**src/rtl/uart_port_tx.sv**
```systemverilog
// Byte-wide CPU output port feeding an 8N1 UART transmitter through a small FIFO.
// The status byte is combinational from registers so the CPU sees state right after each edge.
module uart_port_tx #(
    parameter int CLKS_PER_BIT = 16,
    parameter int FIFO_DEPTH   = 4
) (
    input  logic       clk,
    input  logic       reset,
    input  logic [7:0] data_in,
    input  logic       write_strobe,
    input  logic       clear_ovf,
    output logic       tx,
    output logic [7:0] status
);

    localparam int PW = $clog2(FIFO_DEPTH);
    localparam int CW = PW + 1;
    localparam logic [CW-1:0] FULL_COUNT = CW'(FIFO_DEPTH);
    localparam logic [7:0]    BAUD_LAST  = 8'(CLKS_PER_BIT - 1);

    typedef enum logic [1:0] {IDLE, START, DATA, STOP} state_t;

    state_t        state;
    logic [7:0]    mem [FIFO_DEPTH];
    logic [PW-1:0] head;
    logic [PW-1:0] tail;
    logic [CW-1:0] count;
    logic [7:0]    shreg;
    logic [2:0]    bit_cnt;
    logic [7:0]    baud_cnt;
    logic          overflow;

    logic full;
    logic empty;
    logic push;
    logic pop;
    logic bit_end;

    assign full    = (count == FULL_COUNT);
    assign empty   = (count == '0);
    // Fullness is judged before any pop on the same edge, so a write into a full FIFO is always lost.
    assign push    = write_strobe && !full;
    assign pop     = (state == IDLE) && !empty;
    assign bit_end = (baud_cnt == BAUD_LAST);

    assign status = {4'b0000, overflow, empty, full, (state != IDLE) || !empty};

    always_ff @(posedge clk) begin
        if (push) begin
            mem[tail] <= data_in;
        end
    end

    always_ff @(posedge clk or posedge reset) begin
        if (reset) begin
            head     <= '0;
            tail     <= '0;
            count    <= '0;
            overflow <= 1'b0;
        end else begin
            if (push) begin
                tail <= tail + 1'b1;
            end
            if (pop) begin
                head <= head + 1'b1;
            end
            case ({push, pop})
                2'b10:   count <= count + 1'b1;
                2'b01:   count <= count - 1'b1;
                default: count <= count;
            endcase
            // A fresh overflow wins over a simultaneous clear.
            if (write_strobe && full) begin
                overflow <= 1'b1;
            end else if (clear_ovf) begin
                overflow <= 1'b0;
            end
        end
    end

    always_ff @(posedge clk or posedge reset) begin
        if (reset) begin
            state    <= IDLE;
            tx       <= 1'b1;
            shreg    <= '0;
            bit_cnt  <= '0;
            baud_cnt <= '0;
        end else begin
            case (state)
                IDLE: begin
                    tx <= 1'b1;
                    if (!empty) begin
                        shreg    <= mem[head];
                        bit_cnt  <= '0;
                        baud_cnt <= '0;
                        tx       <= 1'b0;
                        state    <= START;
                    end
                end
                START: begin
                    if (bit_end) begin
                        baud_cnt <= '0;
                        tx       <= shreg[0];
                        state    <= DATA;
                    end else begin
                        baud_cnt <= baud_cnt + 1'b1;
                    end
                end
                DATA: begin
                    if (bit_end) begin
                        baud_cnt <= '0;
                        if (bit_cnt == 3'd7) begin
                            tx    <= 1'b1;
                            state <= STOP;
                        end else begin
                            // Shift right so the next bit to send always sits at shreg[1] beforehand.
                            bit_cnt <= bit_cnt + 1'b1;
                            shreg   <= shreg >> 1;
                            tx      <= shreg[1];
                        end
                    end else begin
                        baud_cnt <= baud_cnt + 1'b1;
                    end
                end
                STOP: begin
                    if (bit_end) begin
                        baud_cnt <= '0;
                        state    <= IDLE;
                    end else begin
                        baud_cnt <= baud_cnt + 1'b1;
                    end
                end
                default: begin
                    tx    <= 1'b1;
                    state <= IDLE;
                end
            endcase
        end
    end

endmodule
```
**config.mk**
```make
export PLATFORM = sky130hd
export DESIGN_NAME = uart_port_tx
export DESIGN_NICKNAME = d
export VERILOG_FILES = /design/src/rtl/uart_port_tx.sv
export SDC_FILE = /design/constraint.sdc
export NUM_CORES = 1
export LEC_CHECK = 0
export CAP_MARGIN = 5
export CORE_ASPECT_RATIO = 2
export CORE_MARGIN = 2
export CORE_UTILIZATION = 65
export CTS_BUF_LIST = sky130_fd_sc_hd__clkbuf_2
export CTS_CLUSTER_DIAMETER = 50
export DETAILED_ROUTE_END_ITERATION = 7
export PLACE_DENSITY = 0.87
export RECOVER_POWER = 100
export SETUP_SLACK_MARGIN = 0.05
export SLEW_MARGIN = 20
export SYNTH_ARGS = -nofsm -noshare
export SYNTH_HDL_FRONTEND = slang
export SYNTH_SLANG_ARGS = --single-unit
```
**constraint.sdc**
```tcl
create_clock -name clk -period 3.23 [get_ports clk]
set_clock_uncertainty 0.05 [all_clocks]
set_input_delay 0.646 -clock clk [delete_from_list [all_inputs] [get_ports clk]]
set_output_delay 0.646 -clock clk [all_outputs]
set_load 0.03 [all_outputs]
```
After elaboration in Yosys (flattened, before gate mapping)
Memory sizes are Yosys's and may differ from the RTL's.
Cells that the tools add are included.
{ "totals": {"reg_bits": 30, "out_inout_bits": 9, "mem_count": 1, "elab_cells": 74, "inputBits": 12, "mem_bits_rw": 32} }
{ "op_classes": {"n_eq_ne": 14, "add_sub_neg": 6, "muxes": 27, "reduce_logical": 17} }
{ "memory_table": {"columns": ["memory", "words", "word_bits", "read_ports", "rd_clocked_by_memory_dff", "write_ports", "line_no", "text"], "rows": [
  ["mem", 4, 8, 1, 0, 1, "24", "logic [7:0] mem [FIFO_DEPTH];"]
]} }
{ "op_table": {"columns": ["cell", "count"], "rows": [
  ["$mux W8", 5],
  ["$pmux W8 S2", 2],
  ["$ne A2 B2 Y1 const B", 6],
  ["$pmux W3 S2", 2],
  ["$mux W2", 5],
  ["$mux W3", 3],
  ["$add A8 B1 Y8 const B", 1],
  ["$eq A8 B4 Y1 const B", 1],
  ["$mux W1", 8],
  ["$pmux W2 S4", 1],
  ["$reduce_bool A2 Y1", 4],
  ["$add A3 B1 Y3 const B", 2],
  ["$eq A2 B2 Y1 const B", 3],
  ["$eq A3 B3 Y1 const B", 2],
  ["$reduce_and A5 Y1", 1],
  ["$add A2 B1 Y2 const B", 2],
  ["$eq A2 B1 Y1 const B", 2],
  ["$reduce_and A4 Y1", 1],
  ["$logic_and A1 B1 Y1", 3],
  ["$logic_not A3 Y1", 1],
  ["$pmux W1 S3", 1],
  ["$reduce_and A3 Y1", 1],
  ["$reduce_bool A3 Y1", 1],
  ["$reduce_or A3 Y1", 1],
  ["other kinds (4)", 5]
]} }

Logic depth before layout (Yosys ltp)
{ "logic_depth": {"ltp_word": 5, "mapped_depth": 10, "depth_no_buf": 10} }

Worst setup path before layout
Ideal clock, no wire load.
{ "synth_timing": {"path_type": "register to output", "start": "register state[0]", "end": "output port status[0]", "stages_incl_launch_ff": 6, "required_ns": 2.534, "slack_ns": 1.122, "t_arrival_ns": 1.412, "n_path_buf": 1, "cell_sequence": "dfrtp_1 inv_1 ha_1 nor4b_4 inv_2 buf_2"} }
{ "synth_via": {"elab_chain_cells": 2} }
{ "synth_lines": {"columns": ["element", "line_no", "text"], "rows": [
  ["start: declaration", "23", "state_t state;"],
  ["start signal: assignment", "83", "state <= IDLE;"],
  ["start signal: assignment", "97", "state <= START;"],
  ["start signal: assignment", "104", "state <= DATA;"],
  ["$reduce_bool A2 Y1", "46", "assign status = {4'b0000, overflow, empty, full, (state != IDLE) || !empty};"],
  ["$logic_or A1 B1 Y1", "46", null],
  ["end: declaration", "13", "output logic [7:0] status"]
]} }
No other way between the ends.

Worst setup path in the final report
{ "layout_timing": {"start": "register count[2]", "end": "output port status[2]"} }
{ "layout_via": {"elab_chain_cells": 1} }
{ "layout_lines": {"columns": ["element", "line_no", "text"], "rows": [
  ["start: declaration", "27", "logic [CW-1:0] count;"],
  ["start signal: assignment", "68", "2'b10: count <= count + 1'b1;"],
  ["start signal: assignment", "69", "2'b01: count <= count - 1'b1;"],
  ["start signal: assignment", "70", "default: count <= count;"],
  ["$logic_not A3 Y1", "40", "assign empty = (count == '0);"]
]} }
No other way between the ends.

==> run summary <==
area share of the largest cell type after synthesis: 32.74%
diode count: 0
top_reg_cell synth: edfxtp_1
Max clock buf depth: 2
unrepaired setup endpoints after global routing: false
NumNets Final: 274
GRT overflow: 0
Setup crit start kind: flop
RR Endpoint: shreg[0]$_DFFE_PP0P_
Synth Register Bits: 62
clk root buf: clkbuf_2
die area: 5102 um^2
worst path required time: 2.53 ns
failing checks: capacitance limit, slew limit
Final Setup Violations: 0
DR iter-0 viols: 33
fmax: 331.1 MHz
Hold Path Sink: bit_cnt[0]$_DFFE_PP0P_
Netlist cell types: 45
Power Density: 890.7 nW/um^2
share of cells above drive strength 1: 12.25%
Final ANT Viol Nets: 0
largest net degree at the start of global routing: 31
VDD IR-drop max: 672.8 uV
total CTS buffers: 9
RR Startpoint: state[0]$_DFFE_PP0P_
Routed WL per cell: 16.75 um
clock latency on the worst-skew pair: 0.52 ns
Post-synth EDFFs: 32
Hold Startpoint: bit_cnt[0]$_DFFE_PP0P_
Slew HR: -5.402%
initial antenna violation count: 0
Crit. End Element: output port
via/cell ratio: 5.772
most common cell in the netlist: edfxtp_1
Total Routing Usage GR: 23.66%
Final Slew Violations: 31
Slew @ Worst Pin: 1.581 ns
Tcrit/Tclk final: 93.51%
H-Tree Depth: 3
I/O pin total: 21
Core ar.: 4339 um^2
first-pass GRT wire length: 8604 um
clk slew on worst S/H paths: 0.20 ns
worst hold path class: flop to flop
Reg2Reg Depth: 6
FFs w/ async S/R, synth: 48.39%
cell count after placement: 290
run status: finished with violations
CTS tree: built
minimum clock period after layout: 3.020 ns
Synth Cell Area: 2935 um^2
Setup Slack @ Placement: 0.4543 ns
Hold Vio Cnt, Final: 0
Detail Placement HPWL: 3813 um
worst hold slack: 0.4755 ns
GP Congestion: 0.7942
row count: 34
Die Y: 99.04 um
Worst Hold Path Cells: 1
setup TNS: 0 ns
top post-synthesis cells by area: edfxtp_1, dfrtp_1, ha_1
Max-cap violations: 1
CP Data Arrival Time: 2.32 ns
top cells by count, synth: edfxtp_1, dfrtp_1, ha_1, nor2_1
drt total wl: 5142 um
Warnings, synthesis: 0
final worst setup slack: 0.2095 ns
flop2flop setup slack: 0.55 ns
Synth area leader: edfxtp_1
Pleak: 0.001292 uW
crit-path max FO: 4
Cells after Synth: 231
final cell count without fillers: 307
DR DRC count: 0
Total Power: 2842 uW
Initial Utilization: 67.65%
die width: 51.52 um
syn_area_per_cell: 12.71 um^2
Setup CP Type: flop to output port
vias in the first global route: 1884
sequential area share after synthesis: 58.35%
Layout fillers: 304
1st-pass router iterations: 5
P&R area growth vs syn: 8.696%
clk sinks: 62
# port buffers: 16
Via Count: 1772
worst max path at each step:
stage	end	slack, ns	from
after detailed placement	status[0]	0.45	state[0]$_DFFE_PP0P_
after CTS	status[0]	0.13	state[0]$_DFFE_PP0P_
after global routing	status[2]	0.09	count[2]$_DFFE_PP0P_
final	status[2]	0.21	count[2]$_DFFE_PP0P_
after global placement	status[0]	0.55	state[0]$_DFFE_PP0P_
after floorplan	status[0]	1.12	state[0]$_DFFE_PP0P_
where the power goes:
| group | internal [uW] | switching, uW | total [uW] |
|---|---|---|---|
| logic | 467 | 627 | 1090 |
| registers | 1080 | 200 | 1280 |
| clock network | 179 | 291 | 471 |
state kept, by name, indices dropped and copies added, names as in the netlist:
register / flops
head: 2
tx: 1
overflow: 1
count: 3
tail: 2
state: 2
mem: 32
shreg: 8
baud_cnt: 8
bit_cnt: 3
worst max-delay path, stage by stage (launching register included):
cell and delay, ns:
dfrtp_1 0.49, nor3_1 0.50, dlygate4sd3_1 0.82
metal layers:
layer / wire, um / global-route usage [%] / vias up
li1: - / - / 855
met1: 1829 / 23.59 / 866
met2: 2983 / 42.21 / 37
met3: 164 / 6.364 / 14
met4: 165 / 13.16 / 0
met5: 0 / 0 / -
cells by family after synthesis:
| family | share of synthesized area, % |
|---|---|
| compound gates | 8.398 |
| fa+ha+maj | 6.224 |
| flops | 58.35 |
| mux | 5.754 |
| other cells | 0.1278 |
| simple gates | 13.30 |
| buf+inv | 4.859 |
| xor+xnor | 2.984 |
layout by cell type, fill, tap and decap left out, types with 11 or more instances in the layout:
| cell | n |
|---|---|
| dfrtp_1 | 29 |
| dlygate4sd3_1 | 13 |
| edfxtp_1 | 32 |
| ha_1 | 13 |
| inv_1 | 12 |
| nand2_1 | 11 |
| nand3_1 | 11 |
| nor2_1 | 12 |
| nor2b_1 | 11 |
timing repair:
action / in CTS / in global routing
hold buffers: 0 / 0
pin swaps: 0 / 0
resized for setup: 0 / 1
buffers inserted: 1 / 0
endpoints found under the setup margin: 1 / 1
area by class of cell:
type / instances / area, um^2 / share of cell area [%]
flip-flops and latches: 62 / 1713 / 53.69
multi-input cells: 144 / 1082 / 33.92
clock inverters: 7 / 72.57 / 2.275
well taps: 54 / 67.56 / 2.118
clock buffers: 9 / 45.04 / 1.412
repair buffers: 18 / 161.4 / 5.059
inverters: 13 / 48.80 / 1.529
per-stage QoR:
step | util, % | instance area (um^2)
finish | 73.53 | 3191
global route | 73.53 | 3191
CTS | 74.05 | 3213
detailed placement | 71.16 | 3088
global placement | 71.16 | 3088
floorplan | - | 2947
(Power assumes the default switching activity.)
